[src/rtl/egress_tlp_arb.sv]
// egress_tlp_arb: packet-granular arbiter sharing the PCIe TX AXI-Stream link
// between the completion (cpl), write-request (wr) and read-request (rd)
// engines. A granted source owns the link from sop to eop. A one-entry
// registered output stage isolates link backpressure from the sources.
module egress_tlp_arb #(
  parameter int DATA_W   = 128,
  parameter int KEEP_W   = 16,
  parameter int CPL_PRIO = 1
) (
  input  logic              clk,
  input  logic              rst,
  input  logic [DATA_W-1:0] s_cpl_tdata,
  input  logic [KEEP_W-1:0] s_cpl_tkeep,
  input  logic              s_cpl_sop,
  input  logic              s_cpl_eop,
  input  logic              s_cpl_tvalid,
  output logic              s_cpl_tready,
  input  logic [DATA_W-1:0] s_wr_tdata,
  input  logic [KEEP_W-1:0] s_wr_tkeep,
  input  logic              s_wr_sop,
  input  logic              s_wr_eop,
  input  logic              s_wr_tvalid,
  output logic              s_wr_tready,
  input  logic [DATA_W-1:0] s_rd_tdata,
  input  logic [KEEP_W-1:0] s_rd_tkeep,
  input  logic              s_rd_sop,
  input  logic              s_rd_eop,
  input  logic              s_rd_tvalid,
  output logic              s_rd_tready,
  output logic [DATA_W-1:0] m_axis_tx_tdata,
  output logic [KEEP_W-1:0] m_axis_tx_tkeep,
  output logic              m_axis_tx_sop,
  output logic              m_axis_tx_eop,
  output logic              m_axis_tx_tvalid,
  input  logic              m_axis_tx_tready,
  output logic [2:0]        grant,
  output logic              err_orphan
);
  localparam int NSRC = 3;

  typedef enum logic {IDLE = 1'b0, BUSY = 1'b1} state_t;
  state_t state, state_nxt;

  // Sources packed as index 0=cpl, 1=wr, 2=rd (same order as grant bits).
  logic [NSRC-1:0][DATA_W-1:0] src_data;
  logic [NSRC-1:0][KEEP_W-1:0] src_keep;
  logic [NSRC-1:0]             src_sop, src_eop, src_vld, src_rdy;
  logic [NSRC-1:0]             src_req, src_orph;

  logic [1:0]        rr_ptr, win_idx;
  logic [2:0]        pos;
  logic              win_any, acc, out_valid;
  logic [DATA_W-1:0] beat_data;
  logic [KEEP_W-1:0] beat_keep;
  logic              beat_sop, beat_eop;

  assign src_data = {s_rd_tdata, s_wr_tdata, s_cpl_tdata};
  assign src_keep = {s_rd_tkeep, s_wr_tkeep, s_cpl_tkeep};
  assign src_sop  = {s_rd_sop, s_wr_sop, s_cpl_sop};
  assign src_eop  = {s_rd_eop, s_wr_eop, s_cpl_eop};
  assign src_vld  = {s_rd_tvalid, s_wr_tvalid, s_cpl_tvalid};
  assign {s_rd_tready, s_wr_tready, s_cpl_tready} = src_rdy;

  assign src_req  = src_vld & src_sop;
  assign src_orph = src_vld & ~src_sop;

  // Ready: in IDLE only orphan beats are drained; in BUSY only the owner
  // advances, and only while the output register can take a beat.
  generate
    for (genvar i = 0; i < NSRC; i++) begin : g_rdy
      assign src_rdy[i] = !rst && ((state == IDLE) ? src_orph[i]
                        : (grant[i] && (!out_valid || m_axis_tx_tready)));
    end
  endgenerate

  // Winner pick: optional strict cpl priority, else round-robin from rr_ptr
  // (cpl is skipped in the rotation when it has strict priority).
  always_comb begin
    win_any = 1'b0;
    win_idx = 2'd0;
    pos     = 3'd0;
    if (CPL_PRIO != 0 && src_req[0]) begin
      win_any = 1'b1;
      win_idx = 2'd0;
    end else begin
      for (int k = 0; k < NSRC; k++) begin
        pos = {1'b0, rr_ptr} + 3'(k);
        if (pos >= 3'd3) pos = pos - 3'd3;
        if (!win_any && src_req[pos[1:0]] && !(CPL_PRIO != 0 && pos == 3'd0)) begin
          win_any = 1'b1;
          win_idx = pos[1:0];
        end
      end
    end
  end

  // Beat mux from the one-hot owner.
  always_comb begin
    beat_data = '0;
    beat_keep = '0;
    beat_sop  = 1'b0;
    beat_eop  = 1'b0;
    for (int i = 0; i < NSRC; i++) begin
      if (grant[i]) begin
        beat_data = src_data[i];
        beat_keep = src_keep[i];
        beat_sop  = src_sop[i];
        beat_eop  = src_eop[i];
      end
    end
  end

  assign acc = (state == BUSY) && |(src_vld & src_rdy);

  // Next state: one IDLE bubble per packet, leave BUSY on accepted eop.
  always_comb begin
    state_nxt = state;
    case (state)
      IDLE:    if (win_any) state_nxt = BUSY;
      BUSY:    if (acc && beat_eop) state_nxt = IDLE;
      default: state_nxt = IDLE;
    endcase
  end

  // State, grant, round-robin pointer and sticky orphan flag.
  always_ff @(posedge clk) begin
    if (rst) begin
      state      <= IDLE;
      grant      <= '0;
      rr_ptr     <= '0;
      err_orphan <= 1'b0;
    end else begin
      state <= state_nxt;
      if (state == IDLE && win_any) begin
        grant  <= 3'b001 << win_idx;
        rr_ptr <= (win_idx == 2'd2) ? 2'd0 : win_idx + 2'd1;
      end else if (acc && beat_eop) begin
        grant <= '0;
      end
      if (state == IDLE && |src_orph) err_orphan <= 1'b1;
    end
  end

  // Output register: load wins over drain so back-to-back beats stream.
  always_ff @(posedge clk) begin
    if (rst) begin
      out_valid       <= 1'b0;
      m_axis_tx_tdata <= '0;
      m_axis_tx_tkeep <= '0;
      m_axis_tx_sop   <= 1'b0;
      m_axis_tx_eop   <= 1'b0;
    end else if (acc) begin
      out_valid       <= 1'b1;
      m_axis_tx_tdata <= beat_data;
      m_axis_tx_tkeep <= beat_keep;
      m_axis_tx_sop   <= beat_sop;
      m_axis_tx_eop   <= beat_eop;
    end else if (out_valid && m_axis_tx_tready) begin
      out_valid <= 1'b0;
    end
  end

  assign m_axis_tx_tvalid = out_valid;

endmodule

[config.mk]
export PLATFORM = sky130hd
export DESIGN_NAME = egress_tlp_arb
export DESIGN_NICKNAME = d
export VERILOG_FILES = /design/src/rtl/egress_tlp_arb.sv
export SDC_FILE = /design/constraint.sdc
export NUM_CORES = 1
export LEC_CHECK = 0
export BUFFER_PORTS_ARGS = -buffer_cell sky130_fd_sc_hd__buf_2
export CAP_MARGIN = 40
export CORE_AREA = 2 2 234 236
export DETAILED_ROUTE_END_ITERATION = 8
export DIE_AREA = 0 0 236 238
export PLACE_DENSITY_LB_ADDON = 0.12
export SLEW_MARGIN = 10
export SYNTH_ARGS = -nofsm -noshare
export SYNTH_HDL_FRONTEND = slang
export SYNTH_SLANG_ARGS = --single-unit
export TNS_END_PERCENT = 1
[constraint.sdc]
create_clock -name clk -period 2.7 [get_ports clk]
set_input_delay 0.54 -clock clk [delete_from_list [all_inputs] [get_ports clk]]
set_output_delay 0.54 -clock clk [all_outputs]
set_load 0.005 [all_outputs]
==> Word-level counts from Yosys, hierarchy flattened <==
Cells that the tools add are included.
{ "classes": {"n_addsub": 6, "order_cmp": 6, "n_eq_ne": 1, "shift": 1, "muxes": 45, "bitwise_logic": 5, "n_reduce_logical": 31} }
{ "op_table": {"columns": ["operator", "count"], "rows": [
  ["two-way mux 128 bit", 3],
  ["two-way mux 16 bit", 3],
  ["two-way mux 3 bit", 8],
  ["two-way mux 1 bit", 22],
  ["logical AND 1 bit", 16],
  ["two-way mux 2 bit", 5],
  ["bitwise AND 3 bit", 3],
  ["zero test 3 bit", 3],
  ["less-than comparator 2 x 3 -> 1 bit (second input constant)", 3],
  ["zero test 1 bit", 7],
  ["binary-select mux 1 bit (select 2 bit)", 3],
  [">= comparator 3 x 2 -> 1 bit (second input constant)", 2],
  ["OR reduction 3 bit", 2],
  ["subtractor 3 x 2 -> 3 bit (second input constant)", 2],
  ["nonzero test 2 bit", 2],
  ["adder 2 x 1 -> 3 bit (second input constant)", 1],
  ["adder 2 x 2 -> 3 bit (second input constant)", 1],
  ["inverter 3 bit", 1],
  ["<< shifter 1 x 2 -> 3 bit (first input constant)", 1],
  ["subtractor 2 x 2 -> 3 bit (second input constant)", 1],
  ["adder 2 x 1 -> 2 bit (second input constant)", 1],
  ["equality test 2 bit (second input constant)", 1],
  [">= comparator 2 bit (second input constant)", 1],
  ["one-hot mux 1 bit (2 select lines)", 1],
  ["2 further kinds", 2]
]} }
{ "word_totals": {"regBits": 154, "inputBits": 444} }

==> Longest topological paths before layout <==
{ "logic_depth": {"ltp_word": 20, "mapped_depth": 8, "mapped_depth_nobuf": 6} }

==> Least setup slack after synthesis <==
No wires, ideal clock.
{ "synth_timing": {"kind": "reg2reg", "from": "register rr_ptr[0]", "to": "register grant[2]", "t_arrival_ns": 1.916, "slack_ns": 0.663, "path_stages_with_launch": 7, "n_path_buf": 0, "period_less_slack_ns": 2.037, "path_cell_list": "dfxtp_1 -> inv_1 -> ha_1 -> nand4b_1 -> a21o_1 -> a41oi_1 -> mux2_2"} }
{ "synth_via": {"elab_chain_len": 20, "word_cells_on_any_way": 47, "classes_between": "5 x add/sub; 3 x order compare; 1 x shift; 23 x mux; 15 x reduce/logical"} }
{ "synth_lines": {"columns": ["element", "line", "text"], "rows": [
  ["start, declared", "50", "logic [1:0] rr_ptr, win_idx;"],
  ["start signal, assigned", "136", "rr_ptr <= (win_idx == 2'd2) ? 2'd0 : win_idx + 2'd1;"],
  ["parallel branches: the longest is 20 deep, another holds adder 2 x 1 -> 3 bit", null, null],
  ["end signal, assigned", "135", "grant <= 3'b001 << win_idx;"],
  ["end, declared", "36", "output logic [2:0] grant,"]
]} }
Parallel ways; which one is timed is not known. The select of a mux whose other input is x is not followed.
A chain may end at the register's enable or synchronous reset.

==> Worst setup path in the final report <==
{ "layout_timing": {"from": "register grant[1]", "to": "output s_wr_tready"} }
{ "layout_via": {"elab_chain_len": 3} }
{ "layout_lines": {"columns": ["element", "line", "text"], "rows": [
  ["logical AND 1 bit", "72", ": (grant[i] && (!out_valid || m_axis_tx_tready)));"],
  ["two-way mux 1 bit", "71", "assign src_rdy[i] = !rst && ((state == IDLE) ? src_orph[i]"],
  ["logical AND 1 bit", "71", null],
  ["end, declared", "23", "output logic s_wr_tready,"]
]} }
No other way between the ends.

==> impl_results.md <==
* HPWL Detailed at 30.2 mm
* Rel. slew slack at 44.4%
* Detailed Routing Iterations Pass 1 at 5
* RSZ-0062 raised after global routing: no
* Synth Flop Type: dfxtp_1
* Largest cells by area after synthesis: dfxtp_1 39%, a221o_1 18%, o211ai_1 14%
* Io pins at 598
* YS warnings at 0
* Drt first-iter violations at 382
* Startpoint Class: flop
* Family with the most delay on the worst path: buffers and inverters
* Final hold vios at 0
* Post-synth EDFFs at 0
* CTS Buf Count at 17
* Syn Inst Count at 931
* Global route total overflow at 0
* Top cells by count, synth: 154 x dfxtp_1, 152 x a21oi_1, 149 x nand2_1
* Die Width at 236 um
* Ys async rst share at 0%
* Worst Setup End Kind: output pin
* Req. time, crit path at 2160 ps
* Post-Syn Area at 7970 um^2
* Synth top area share at 38.7%
* First-pass GRT wire length at 58.7 mm
* CP Buf/Inv Count at 2
* Worst-Margin Slew at 834 ps
* Die area at 56,200 um^2
* Yosys cell types at 41
* Critical Path Source: grant[1]
* Antenna violations before repair at 7
* Filler Cells Inserted at 5,982
* Final RePlAce weighted congestion at 0.745
* Root buffer cell: clkbuf_16
* CTS Buffer Depth at 2
* Hold Buf Count CTS at 0
* Clk slew on worst S/H paths at 70 ps
* Cell Count, Final, Fillers Out at 2,165
* Syn Nets at 1,379
* Critical path's slowest cell: dfxtp_4
* Yosys reg bits at 154
* CTS tree: yes
* Initial Util at 14.9%
* Peak supply drop at 0.405 mV
* Total Routing Usage GR at 13.8%
* Worst reg-to-reg path cell count at 6
* Syn-to-layout area delta at 53.4%
* Worst-path fanout max at 111
* Vias in the first global route at 9,501
* Core area at 53,500 um^2
* PD cells at 511 nW/um^2
* Setup ws final at 374 ps
* Worst EP arrival at 1790 ps
* Achievable Freq at 430 MHz
* Hold path depth at 3
* Worst Skew at 9.85 ps
* Worst reg2reg path startpoint: rr_ptr[0]
* Total negative slack at 0 ps
* Dpl cells at 2,131
* H-tree depth at 4
* # clock sinks at 154
* Most common cell in the netlist: dfxtp_1
* Period minus WS final at 2330 ps
* Slew Viols, Final at 0
* Critical Path, Cell by Cell: buf_12, a21oi_1, nor2_1, buf_2
* NumNets Final at 1,902
* Die Ht at 238 um
* Final ANT Viol Nets at 0
* Clock latency at the later pin of the worst-skew pair at 480 ps
* Post-route DRC at 0
* Sequential share of the synthesized area at 38.7%
* Largest net degree at the start of global routing at 112
* Vias at 9,647
* Outcome: completed
* Share of cells above drive strength 1 at 45.1%
* Final setup viols at 0
* Syn_area_per_cell at 8.56 um^2
* Hold Startpoint: s_rd_tdata[117]
* Final instance area at 12,200 um^2
* Placed Instance Area at 11,700 um^2
* IO Port Bufs at 597
* Pre-CTS setup slack at 381 ps
* Vias per Instance at 4.46
* Setup bufs post-CTS at 0
* Pleak at 5.25 nW
* HP Class: input port to flop
* Max-cap violation count at 0
* Synth area leader: dfxtp_1
* Crit Path Class: flop to output pin
* Crit. path cell count at 4
* PnR Total Power at 0.00624 W
* WL final at 40.0 mm
* Site row count at 85
* Post-CTS sizing at 0
* Avg WL per Cell at 18.5 um
* Critical Path Max Stage Delay at 390 ps
* Final period util at 86.1%
cell families after synthesis:
kind of cell	after synthesis	synth area share (%)
mux	1	0.141
compound gates	465	43.8
simple gates	185	10.0
flops	154	38.7
fa+ha+maj	4	0.628
buf+inv	122	6.72
metrics by stage:
stage,util [%],hold slack [ps]
detailed placement,21.8,443
global route,22.8,328
floorplan,-,453
finish,22.8,346
global placement,21.8,440
CTS,22.8,291
power by group:
part	total (W)	switching (W)	internal, W	leakage (nW)
Combinational	0.00151	0.000789	0.000726	3.73
Sequential	0.00233	0.0000280	0.00230	1.24
Clock	0.00239	0.00109	0.00130	0.276
Total	0.00624	0.00191	0.00433	5.25
sequential cells by signal, summed over array words and instances (netlist names):
signal / cells
m_axis_tx_tdata: 128
grant: 3
m_axis_tx_tkeep: 16
state: 1
err_orphan: 1
m_axis_tx_tvalid: 1
m_axis_tx_sop: 1
m_axis_tx_eop: 1
rr_ptr: 2
layout make-up:
cell class,count,area (um^2),share of cell area (%)
Multi-Input combinational cell,655,4370,35.7
Timing Repair Buffer,623,3310,27.1
Sequential cell,154,3090,25.3
Tap cell,696,871,7.13
Clock buffer,20,447,3.65
Clock inverter,12,114,0.932
Inverter,3,13.8,0.113
Antenna cell,2,5.00,0.0410
per-layer routing:
metal	global-route usage, %	wire [um]	vias up
li1	-	-	4700
met1	15.2	15800	4530
met2	25.0	20600	374
met3	4.49	2910	37
met4	4.65	630	6
met5	0	41	-
placed cells by master, fill, tap and decap left out, drive strengths merged, types with 2 or more instances in the layout:
master   Yosys  routed
buf         32     623
dfxtp      154     154
a21oi      152     152
nand2      149     149
a221o      145     145
o211ai     145     145
clkbuf      87      20
nor2         9       9
inv          3       7
nand4b       6       6
clkinv       0       6
nand2b       5       5
nor2b        5       5
ha           4       4
a21o         3       3
nor3b        3       3
diode        0       2
and2         2       2
o2111ai      2       2
a41oi        2       2
o21ai        2       2
o22ai        2       2
o32ai        2       2
final timing paths:
check / to / slack, ps
worst max-delay path: s_wr_tready / 370
worst min-delay path: m_axis_tx_tdata[117] / 350
worst max register to register: grant[2] / 540
worst min register to register: m_axis_tx_tkeep[1] / 450
worst register-to-register path: stages, from the launching register on:
cell,delay (ps)
dfxtp_1,360
inv_1,90
ha_1,410
nand4b_1,280
a21o_1,200
a41oi_1,320
mux2_2,370
Note: power is estimated with default switching activity, not from simulation.
